==> src/rtl/vending_core_param_if.sv <==
// Handshake bundle between the input decode front end and the vending core.
// Master drives coins/selection/control; slave (the core) drives status and strobes.
interface vending_core_param_if #(
   parameter int unsigned N_ITEMS  = 4,
   parameter int unsigned CREDIT_W = 8
);
   localparam int unsigned IW = (N_ITEMS > 1) ? $clog2(N_ITEMS) : 1;

   logic                coin_5;
   logic                coin_10;
   logic                coin_50;
   logic                cancel;
   logic                sel_valid;
   logic [IW-1:0]       sel_idx;
   logic                restock;
   logic [1:0]          state;
   logic [CREDIT_W-1:0] credit;
   logic [N_ITEMS-1:0]  avail;
   logic [N_ITEMS-1:0]  sold_out;
   logic                vend_valid;
   logic [IW-1:0]       vend_idx;
   logic                coin_out_valid;
   logic [1:0]          coin_out_code;

   modport master (
      output coin_5, coin_10, coin_50, cancel, sel_valid, sel_idx, restock,
      input  state, credit, avail, sold_out, vend_valid, vend_idx,
             coin_out_valid, coin_out_code
   );

   modport slave (
      input  coin_5, coin_10, coin_50, cancel, sel_valid, sel_idx, restock,
      output state, credit, avail, sold_out, vend_valid, vend_idx,
             coin_out_valid, coin_out_code
   );
endinterface

==> src/rtl/vending_core_param.sv <==
// Vending core: saturating coin credit, per-item price/stock, one-cycle vend strobe
// and paced greedy change return (50/10/5, one coin per RETURN_TICKS cycles).
module vending_core_param #(
   parameter int unsigned                    N_ITEMS      = 4,
   parameter int unsigned                    CREDIT_W     = 8,
   parameter int unsigned                    MAX_CREDIT   = 100,
   parameter logic [N_ITEMS*CREDIT_W-1:0]    PRICE_VEC    = {8'd20, 8'd25, 8'd30, 8'd80},
   parameter int unsigned                    STOCK_W      = 4,
   parameter int unsigned                    STOCK_INIT   = 3,
   parameter int unsigned                    RETURN_TICKS = 100_000_000
) (
   input  logic                  clk,
   input  logic                  rst_n,
   vending_core_param_if.slave   bus
);
   localparam int unsigned IW    = (N_ITEMS > 1) ? $clog2(N_ITEMS) : 1;
   localparam int unsigned CNT_W = (RETURN_TICKS > 1) ? $clog2(RETURN_TICKS) : 1;

   localparam logic [1:0] ST_INSERT = 2'b00;
   localparam logic [1:0] ST_VEND   = 2'b01;
   localparam logic [1:0] ST_RETURN = 2'b10;

   localparam logic [CNT_W-1:0]    TICK_LAST = CNT_W'(RETURN_TICKS - 1);
   localparam logic [CREDIT_W:0]   MAX_EXT   = (CREDIT_W + 1)'(MAX_CREDIT);
   localparam logic [CREDIT_W-1:0] VAL_5     = CREDIT_W'(5);
   localparam logic [CREDIT_W-1:0] VAL_10    = CREDIT_W'(10);
   localparam logic [CREDIT_W-1:0] VAL_50    = CREDIT_W'(50);
   localparam logic [STOCK_W-1:0]  STOCK_RLD = STOCK_W'(STOCK_INIT);

   logic [1:0]          state_q;
   logic [CREDIT_W-1:0] credit_q;
   logic [STOCK_W-1:0]  stock_q [N_ITEMS];
   logic [CNT_W-1:0]    cnt_q;
   logic                vend_valid_q;
   logic [IW-1:0]       vend_idx_q;
   logic                coin_out_valid_q;
   logic [1:0]          coin_out_code_q;

   logic [CREDIT_W-1:0] price [N_ITEMS];
   logic [N_ITEMS-1:0]  avail_c;
   logic [N_ITEMS-1:0]  sold_out_c;

   always_comb begin
      for (int unsigned i = 0; i < N_ITEMS; i++) begin
         price[i]      = PRICE_VEC[i*CREDIT_W +: CREDIT_W];
         sold_out_c[i] = (stock_q[i] == '0);
         avail_c[i]    = (state_q == ST_INSERT) && (credit_q >= price[i]) && !sold_out_c[i];
      end
   end

   // Index lookups are done by match loops so an index >= N_ITEMS simply finds nothing.
   logic sel_hit;
   logic sel_ok;
   logic [CREDIT_W-1:0] vend_price;

   always_comb begin
      sel_hit    = 1'b0;
      sel_ok     = 1'b0;
      vend_price = '0;
      for (int unsigned i = 0; i < N_ITEMS; i++) begin
         if (IW'(i) == bus.sel_idx) begin
            sel_hit = 1'b1;
            sel_ok  = avail_c[i];
         end
         if (IW'(i) == vend_idx_q) begin
            vend_price = price[i];
         end
      end
      sel_ok = sel_ok && sel_hit && bus.sel_valid;
   end

   logic                coin_any;
   logic [CREDIT_W-1:0] coin_val;
   logic [CREDIT_W:0]   credit_sum;
   logic [CREDIT_W-1:0] credit_sat;

   always_comb begin
      coin_any = bus.coin_5 | bus.coin_10 | bus.coin_50;
      if (bus.coin_5) begin
         coin_val = VAL_5;
      end else if (bus.coin_10) begin
         coin_val = VAL_10;
      end else if (bus.coin_50) begin
         coin_val = VAL_50;
      end else begin
         coin_val = '0;
      end
      credit_sum = {1'b0, credit_q} + {1'b0, coin_val};
      credit_sat = (credit_sum > MAX_EXT) ? MAX_EXT[CREDIT_W-1:0] : credit_sum[CREDIT_W-1:0];
   end

   logic [CREDIT_W-1:0] ret_val;
   logic [1:0]          ret_code;

   always_comb begin
      if (credit_q >= VAL_50) begin
         ret_val  = VAL_50;
         ret_code = 2'b11;
      end else if (credit_q >= VAL_10) begin
         ret_val  = VAL_10;
         ret_code = 2'b10;
      end else if (credit_q >= VAL_5) begin
         ret_val  = VAL_5;
         ret_code = 2'b01;
      end else begin
         ret_val  = credit_q;
         ret_code = 2'b00;
      end
   end

   always_ff @(posedge clk) begin
      if (!rst_n) begin
         state_q          <= ST_INSERT;
         credit_q         <= '0;
         cnt_q            <= '0;
         vend_valid_q     <= 1'b0;
         vend_idx_q       <= '0;
         coin_out_valid_q <= 1'b0;
         coin_out_code_q  <= '0;
         for (int unsigned i = 0; i < N_ITEMS; i++) begin
            stock_q[i] <= STOCK_RLD;
         end
      end else begin
         vend_valid_q     <= 1'b0;
         coin_out_valid_q <= 1'b0;
         coin_out_code_q  <= '0;
         if (state_q != ST_RETURN) begin
            cnt_q <= '0;
         end

         case (state_q)
            ST_INSERT: begin
               if (bus.cancel) begin
                  state_q <= ST_RETURN;
               end else begin
                  if (sel_ok) begin
                     state_q      <= ST_VEND;
                     vend_valid_q <= 1'b1;
                     vend_idx_q   <= bus.sel_idx;
                  end
                  if (coin_any) begin
                     credit_q <= credit_sat;
                  end
               end
            end
            ST_VEND: begin
               credit_q <= credit_q - vend_price;
               state_q  <= ST_RETURN;
               for (int unsigned i = 0; i < N_ITEMS; i++) begin
                  if (IW'(i) == vend_idx_q) begin
                     stock_q[i] <= stock_q[i] - STOCK_W'(1);
                  end
               end
            end
            ST_RETURN: begin
               if (credit_q == '0) begin
                  state_q <= ST_INSERT;
               end else if (cnt_q == TICK_LAST) begin
                  // A sub-5 residue has ret_code 00: it is cleared without emitting a coin.
                  cnt_q            <= '0;
                  credit_q         <= credit_q - ret_val;
                  coin_out_valid_q <= (ret_code != 2'b00);
                  coin_out_code_q  <= ret_code;
               end else begin
                  cnt_q <= cnt_q + CNT_W'(1);
               end
            end
            default: begin
               state_q <= ST_INSERT;
            end
         endcase

         // Placed after the FSM so a reload overrides a same-cycle vend decrement.
         if (bus.restock) begin
            for (int unsigned i = 0; i < N_ITEMS; i++) begin
               stock_q[i] <= STOCK_RLD;
            end
         end
      end
   end

   assign bus.state          = state_q;
   assign bus.credit         = credit_q;
   assign bus.avail          = avail_c;
   assign bus.sold_out       = sold_out_c;
   assign bus.vend_valid     = vend_valid_q;
   assign bus.vend_idx       = vend_idx_q;
   assign bus.coin_out_valid = coin_out_valid_q;
   assign bus.coin_out_code  = coin_out_code_q;

endmodule
==> src/flat_wrapper.sv <==
// flat-port wrapper written by rule: the top's interface ports become plain ports
module vending_core_param_flat 
#(
   parameter int unsigned                    N_ITEMS      = 4,
   parameter int unsigned                    CREDIT_W     = 8,
   parameter int unsigned                    MAX_CREDIT   = 100,
   parameter logic [N_ITEMS*CREDIT_W-1:0]    PRICE_VEC    = {8'd20, 8'd25, 8'd30, 8'd80},
   parameter int unsigned                    STOCK_W      = 4,
   parameter int unsigned                    STOCK_INIT   = 3,
   parameter int unsigned                    RETURN_TICKS = 100_000_000
)
  (clk, rst_n, bus_coin_5, bus_coin_10, bus_coin_50, bus_cancel, bus_sel_valid, bus_sel_idx, bus_restock, bus_state, bus_credit, bus_avail, bus_sold_out, bus_vend_valid, bus_vend_idx, bus_coin_out_valid, bus_coin_out_code);
  vending_core_param_if #(.N_ITEMS(N_ITEMS), .CREDIT_W(CREDIT_W)) bus_i ();
  input  logic clk;
  input  logic rst_n;
  input wire logic [$bits(bus_i.coin_5)-1:0] bus_coin_5;
  input wire logic [$bits(bus_i.coin_10)-1:0] bus_coin_10;
  input wire logic [$bits(bus_i.coin_50)-1:0] bus_coin_50;
  input wire logic [$bits(bus_i.cancel)-1:0] bus_cancel;
  input wire logic [$bits(bus_i.sel_valid)-1:0] bus_sel_valid;
  input wire logic [$bits(bus_i.sel_idx)-1:0] bus_sel_idx;
  input wire logic [$bits(bus_i.restock)-1:0] bus_restock;
  output wire logic [$bits(bus_i.state)-1:0] bus_state;
  output wire logic [$bits(bus_i.credit)-1:0] bus_credit;
  output wire logic [$bits(bus_i.avail)-1:0] bus_avail;
  output wire logic [$bits(bus_i.sold_out)-1:0] bus_sold_out;
  output wire logic [$bits(bus_i.vend_valid)-1:0] bus_vend_valid;
  output wire logic [$bits(bus_i.vend_idx)-1:0] bus_vend_idx;
  output wire logic [$bits(bus_i.coin_out_valid)-1:0] bus_coin_out_valid;
  output wire logic [$bits(bus_i.coin_out_code)-1:0] bus_coin_out_code;
  assign bus_i.coin_5 = bus_coin_5;
  assign bus_i.coin_10 = bus_coin_10;
  assign bus_i.coin_50 = bus_coin_50;
  assign bus_i.cancel = bus_cancel;
  assign bus_i.sel_valid = bus_sel_valid;
  assign bus_i.sel_idx = bus_sel_idx;
  assign bus_i.restock = bus_restock;
  assign bus_state = bus_i.state;
  assign bus_credit = bus_i.credit;
  assign bus_avail = bus_i.avail;
  assign bus_sold_out = bus_i.sold_out;
  assign bus_vend_valid = bus_i.vend_valid;
  assign bus_vend_idx = bus_i.vend_idx;
  assign bus_coin_out_valid = bus_i.coin_out_valid;
  assign bus_coin_out_code = bus_i.coin_out_code;
  vending_core_param #(.N_ITEMS(N_ITEMS), .CREDIT_W(CREDIT_W), .MAX_CREDIT(MAX_CREDIT), .PRICE_VEC(PRICE_VEC), .STOCK_W(STOCK_W), .STOCK_INIT(STOCK_INIT), .RETURN_TICKS(RETURN_TICKS)) u_core (.clk(clk), .rst_n(rst_n), .bus(bus_i));
endmodule
==> config.mk <==
export PLATFORM = sky130hd
export DESIGN_NAME = vending_core_param_flat
export DESIGN_NICKNAME = d
export VERILOG_FILES = /design/src/rtl/vending_core_param_if.sv /design/src/rtl/vending_core_param.sv /design/src/flat_wrapper.sv
export SDC_FILE = /design/constraint.sdc
export NUM_CORES = 1
export LEC_CHECK = 0
export ABC_AREA = 1
export CAP_MARGIN = 20
export CORE_MARGIN = 2
export CORE_UTILIZATION = 59
export DETAILED_ROUTE_END_ITERATION = 10
export PLACE_DENSITY = 0.81
export SETUP_SLACK_MARGIN = 0.4
export SLEW_MARGIN = 20
export SYNTH_ARGS = -nofsm -noshare
export SYNTH_HDL_FRONTEND = slang
export SYNTH_SLANG_ARGS = --single-unit
==> constraint.sdc <==
create_clock -name clk -period 3.3 [get_ports clk]
set_input_delay 0.66 -clock clk [delete_from_list [all_inputs] [get_ports clk]]
set_output_delay 0.66 -clock clk [all_outputs]
set_load 0.005 [all_outputs]
==> flow_summary.ini, run 1 <==
[outcome]
status = completed

[detailed_routing]
drt_iter0_markers = 357
wl_mm = 10.79
viasPerCell = 5.455
remaining_drc_errors = 0
route.antenna.remaining_nets = 0
dr.pass1.iters = 5
avgRoutedWirePerCell_microns = 13.34
routed-via-count = 4413

[pwr]
leakagePower_nw = 2.268
seqPwrFrac_pct = 28.0
power.total_mw = 3.353
switchingPower_mw = 1.515
p_sw_share_pct = 45.17
clkPwrFrac_pct = 19.8
p_int_mw = 1.839
irDropWorstVdd_uv = 480.8
power.density_nw_per_um2 = 668.7
comb_power_share_pct = 52.3

[placement]
dpl.hpwl_mm = 8.245
portBuffers = 33
gp_congestion = 0.9394
pre_cts_ws_ns = 0.4196

[grt]
grt_use_total_pct = 27.83
antenna_found_initial = 0
grt_max_degree = 28
grt_pass1_vias = 4191
grt_overflow = 0
grt_first_pass_wirelength_mm = 18.66

[final_layout]
nNetsFinal = 749
n_antenna_cell = 0
drive_gt1_share_pct = 7.465
area_growth_pct = 14.51

[floorplan]
die-area_sq_um = 8128
die_x_microns = 90.16
start_util_pct = 60.70
core_sq_um = 7214
core.rowCount = 31
boundaryPins = 34
chipHeight_microns = 90.16

[clocking]
root_buffer = clkbuf_8
cts_made_buffers = 9
postCtsSetupRepairBufs = 0
cts_tree = done
cts_buffer_depth = 2
clock_latency_ns = 0.34
cts.sinks = 59
cts-resized-gates = 0
htreeDepth = 3
clkTransAtPathRegs_ns = 0.07
ctsHoldBuffers = 0

[sta]
hold_violations = 0
tns_ns = 0
setup_slack_ns = 0.5868
slew_violations = 0
clock_skew_ns = 0.006291
holdWs_ns = 0.4699
layout_min_cycle_time_ns = 2.713
timing.final.crit_share_pct = 82.22
slew_headroom_pct = 73.31
tightestPinTransition_ns = 0.3973
setup_viol = 0
rsz0062_at_grt = no
fmax_ghz = 0.3686

[worst_setup_path]
slowest_delay_ns = 0.50
cpMaxStageDelayCell = clkdlybuf4s50_1
crit_arrival_ns = 2.05
cp-startpoint = u_core.bus.state[1]
cp_cell_sequence = inv_1 > ha_1 > inv_1 > nor2_1 > nand3_1 > inv_1 > clkdlybuf4s50_1
critPathKind = reg2out
required_ns = 2.64
critPathLaunchType = flip-flop
r2r_start = u_core.bus.credit[2]
crit_fanout = 6
worstSetupEndpointType = output pin
critPathMostFrequentCell = inv_1

[yosys]
synth-seq-cells = 59
synth-seq-area-share_pct = 28.80
synthCells = 668
avgSynthCellArea_sq_um = 6.556
syn_nets = 712
synth_cell_types = 40
synth_area_sq_um = 4379
ys_warn_count = 0

[hold_path]
hold_class = reg2reg
hold_start = u_core.stock_q[3][3]

[job]
maxCapViolations = 0
## layout make-up
cell class	instances	area, sq um
clock buffer	9	123.9
inverter	100	380.4
tap	99	123.9
timing repair buffer	36	352.8
multi-input combinational	499	2693
fill	655	2200
sequential	59	1265
clock inverter	7	76.32
## path summary, 6_finish.rpt
kind / to / slack, ns / depth (start not counted)
worst max-delay path: bus_avail[0] / 0.59 / 7
worst min-delay path: u_core.stock_q[3][3] / 0.47 / 2
worst max register to register: u_core.bus.credit[5] / 0.61 / 13
worst min register to register: u_core.stock_q[3][3] / 0.47 / 2
## metrics by stage
| stage | cells | util (%) | area (sq um) |
|---|---|---|---|
| after detailed placement | 793 | 66.61 | 4806 |
| final | 809 | 69.51 | 5015 |
| after CTS | 809 | 69.39 | 5006 |
| after global placement | 793 | 66.61 | 4806 |
| after global routing | 809 | 69.51 | 5015 |
| after floorplan | 668 | - | 4379 |
## state kept, by name (all words and copies together), names as in the netlist
signal	cells
u_core.bus.vend_idx	2
u_core.bus.credit	8
u_core.cnt_q	27
u_core.bus.coin_out_code	2
u_core.stock_q	16
u_core.bus.coin_out_valid	1
u_core.bus.vend_valid	1
u_core.bus.state	2
## power by group through the flow
| stage | logic, mW | registers [mW] | clock network (mW) |
|---|---|---|---|
| after global routing | 2.00 | 0.946 | 0.702 |
| final | 1.75 | 0.938 | 0.663 |
| after detailed placement | 1.71 | 0.945 | 0 |
| after global placement | 1.68 | 0.941 | 0 |
| after CTS | 1.73 | 0.929 | 0.670 |
| after floorplan | 1.23 | 0.901 | 0 |
## cell families after synthesis
logic type | share of synthesized area, %
adders and majority gates | 10.06
and+or+nand+nor | 35.03
DFF | 28.80
buffers and inverters | 9.828
xor gates and xnor gates | 3.400
AOI/OAI and AO/OA | 12.89
## synth_stat cells (all sizes together)
master | number | area [sq um]
nand2 | 163 | 631.9
a21oi | 48 | 240.2
fa | 2 | 40.04
a31oi | 3 | 18.77
nand3b | 2 | 15.01
clkbuf | 6 | 23.77
or2 | 3 | 18.77
o21ai | 47 | 235.2
nand4 | 17 | 121.4
nor4 | 2 | 12.51
inv | 98 | 367.9
o32ai | 1 | 8.760
nor2 | 85 | 355.3
a21o | 2 | 15.01
o211ai | 1 | 7.510
xor2 | 14 | 122.6
clkinv | 2 | 12.51
edfxtp | 8 | 240.2
nand3 | 54 | 297.8
dfxtp | 51 | 1021
a21boi | 1 | 7.510
ha | 32 | 400.4
o22ai | 5 | 31.28
nor3 | 14 | 81.33
buf | 4 | 26.27
xnor2 | 3 | 26.28
## layout by cell type (no fill, tap or decap), drive strengths merged, types with 14 or more instances in the layout
cell           instances
nand2                163
dfxtp                 51
nor3                  14
nand3                 54
xor2                  14
ha                    32
nor2                  85
clkdlybuf4s50         33
inv                   99
nand4                 17
a21oi                 48
o21ai                 47
## worst max-delay path: cells and delay by family, from the launching register on
| family | cells | cell delay, ns |
|---|---|---|
| adder cells (fa/ha/maj) | 1 | 0.34 |
| buffers and inverters | 4 | 0.81 |
| flip-flops | 1 | 0.36 |
| AND/OR/NAND/NOR | 2 | 0.21 |
## per-layer routing
metal | GRT usage [%] | wire (microns)
met5 | 0 | 0
met3 | 5.532 | 713
met4 | 10.64 | 230
met1 | 35.36 | 4881
met2 | 46.68 | 4965
Note: power is estimated with default switching activity, not from simulation.
==> inputs of run 2 (changes only) <==
==> constraint.sdc (replaced) <==
create_clock -name clk -period 2.5 [get_ports clk]
set_input_delay 0.5 -clock clk [delete_from_list [all_inputs] [get_ports clk]]
set_output_delay 0.5 -clock clk [all_outputs]
set_load 0.005 [all_outputs]
==> run 2 against run 1 <==
  * Via count rose by 10%
  * Global-route usage increased by 1.9 points
  * Clock-buffer cell count unchanged
  * Sequential share of layout area is 2.5 points lower
  * First-iteration DRC count grew 15%
  * Clock power increased by 33%
  * Cell area increased by 14%
  * Utilization rose by 9.8 points
  * Largest power group unchanged
  * Worst setup slack got worse by 0.58 ns
==> flow_summary.ini, run 2 (same netlist as run 1, synthesis figures left out) <==
[outcome]
status = completed

[floorplan]
start_util_pct = 60.70
boundaryPins = 34
core.rowCount = 31
die_x_microns = 90.16
chipHeight_microns = 90.16
core_sq_um = 7214
die-area_sq_um = 8128

[worst_setup_path]
cp_cell_sequence = nor2_4 > nand2_1 > a31oi_1 > inv_1 > o21ai_2 > o21ai_1 > ha_1 > nand2_1 > nor2_1 > nor2_1 > o21ai_2 > or2_4 > a21oi_2 > a21oi_2
required_ns = 2.73
critPathKind = reg2reg
cpMaxStageDelayCell = dfxtp_4
r2r_setup_slack_ns = 0.01
regToRegEndpoint = u_core.bus.credit[5]
worstSetupEndpointType = flip-flop
crit_arrival_ns = 2.72
r2r_cells = 14
critical_path_buf_inv_count = 1
slowest_delay_ns = 0.37
r2r_start = u_core.bus.credit[2]
crit_fanout = 4
critPathLaunchType = flip-flop
cp_top_family = simple AND/OR/NAND/NOR gates

[final_layout]
fillers = 523
largest_reg_flops = 27
area_growth_pct = 30.60
design_area_sq_um = 5719
mostFrequentLayoutCell = nand2_1
fin_cells = 853
regMostFlops = u_core.cnt_q
drive_gt1_share_pct = 24.27
mostFrequentLayoutCells = nand2_1 (144), inv_1 (71), nor2_1 (70)
nNetsFinal = 793
n_antenna_cell = 0

[clocking]
clock_latency_ns = 0.35
ctsHoldBuffers = 0
cts.sinks = 59
clkTransAtPathRegs_ns = 0.07
root_buffer = clkbuf_8
cts_buffer_depth = 2
htreeDepth = 3
cts_tree = done
cts_made_buffers = 9

[detailed_routing]
viasPerCell = 5.693
drt_iter0_markers = 409
dr.pass1.iters = 6
wl_mm = 13.04
remaining_drc_errors = 0
routed-via-count = 4856
route.antenna.remaining_nets = 0
avgRoutedWirePerCell_microns = 15.29

[hold_path]
hold_class = reg2reg
min_to = u_core.stock_q[0][3]
min_path_cells = 1
hold_start = u_core.stock_q[0][3]

[sta]
clock_skew_ns = 0.01138
slew_violations = 0
fmax_ghz = 0.4017
slew_headroom_pct = 76.24
setup_viol = 0
holdWs_ns = 0.4580
timing.final.crit_share_pct = 99.57
hold_violations = 0
rsz0062_at_grt = yes
layout_min_cycle_time_ns = 2.489
tightestPinTransition_ns = 0.3560
setup_slack_ns = 0.01075

[pwr]
irDropWorstVdd_uv = 719.5
power.density_nw_per_um2 = 1002
leakagePower_nw = 2.539
power.total_mw = 5.730

[grt]
grt_first_pass_wirelength_mm = 19.91
grt_pass1_vias = 4374
grt_overflow = 0
grt_max_degree = 28
antenna_found_initial = 0
grt_use_total_pct = 29.74

[placement]
placed_cell_area_sq_um = 4977
pre_cts_ws_ns = -0.2179
portBuffers = 33
place_inst = 811
dpl.hpwl_mm = 8.481
gp_congestion = 0.9040

[job]
maxCapViolations = 0
run 2: worst max-delay path by stage:
stage | start | endpoint | slack (ns) | depth (start not counted)
global placement | bus_coin_5 | u_core.bus.credit[4] | -0.15 | 13
finish | u_core.bus.credit[2] | u_core.bus.credit[5] | 0.01 | 14
detailed placement | bus_coin_5 | u_core.bus.credit[3] | -0.22 | 13
CTS | u_core.bus.credit[6] | u_core.bus.credit[5] | 0.28 | 14
global route | u_core.bus.credit[2] | u_core.bus.credit[5] | -0.06 | 14
floorplan | u_core.bus.state[0] | u_core.bus.credit[4] | 0.38 | 14
run 2: per-layer routing:
metal | part of all wire, % | global-route usage, % | vias to the layer above
li1 | - | - | 2340
met1 | 41 | 39.03 | 2244
met2 | 48 | 49.94 | 228
met3 | 7.8 | 3.856 | 44
met4 | 2.8 | 11.41 | 0
met5 | 0 | 0 | -
run 2: stage by stage:
stage	utilization, %	setup TNS, ns
2_1_floorplan	-	0
3_3_place_gp	68.99	-0.7722
3_5_place_dp	68.99	-1.288
4_1_cts	74.56	0
5_1_grt	79.28	-0.06063
6_report	79.28	0
run 2: cell type report:
class / count / area (sq um) / area share, %
clock buffers: 9 / 123.9 / 2.166
clock inverters: 7 / 77.57 / 1.356
inverters: 100 / 385.4 / 6.738
multi-input cells: 499 / 3027 / 52.92
flip-flops and latches: 59 / 1297 / 22.69
well taps: 99 / 123.9 / 2.166
repair buffers: 80 / 684.4 / 11.97
run 2: power breakdown:
part	switching [mW]	internal (mW)	total, mW
combinational	2.07	1.56	3.63
sequential	0.138	1.08	1.22
clock	0.419	0.466	0.885
run 2: what timing repair did:
action	in CTS	in global routing
gates resized for setup	56	69
buffers inserted	10	16
setup endpoints to repair	15	16
pin swaps	11	36
run 2: worst reg2reg max path: stages (launching register included):
cell	delay, ns
dfxtp_4	0.37
nor2_4	0.15
nand2_1	0.06
a31oi_1	0.15
inv_1	0.13
o21ai_2	0.14
o21ai_1	0.10
ha_1	0.34
nand2_1	0.17
nor2_1	0.10
nor2_1	0.14
o21ai_2	0.09
or2_4	0.23
a21oi_2	0.15
a21oi_2	0.07
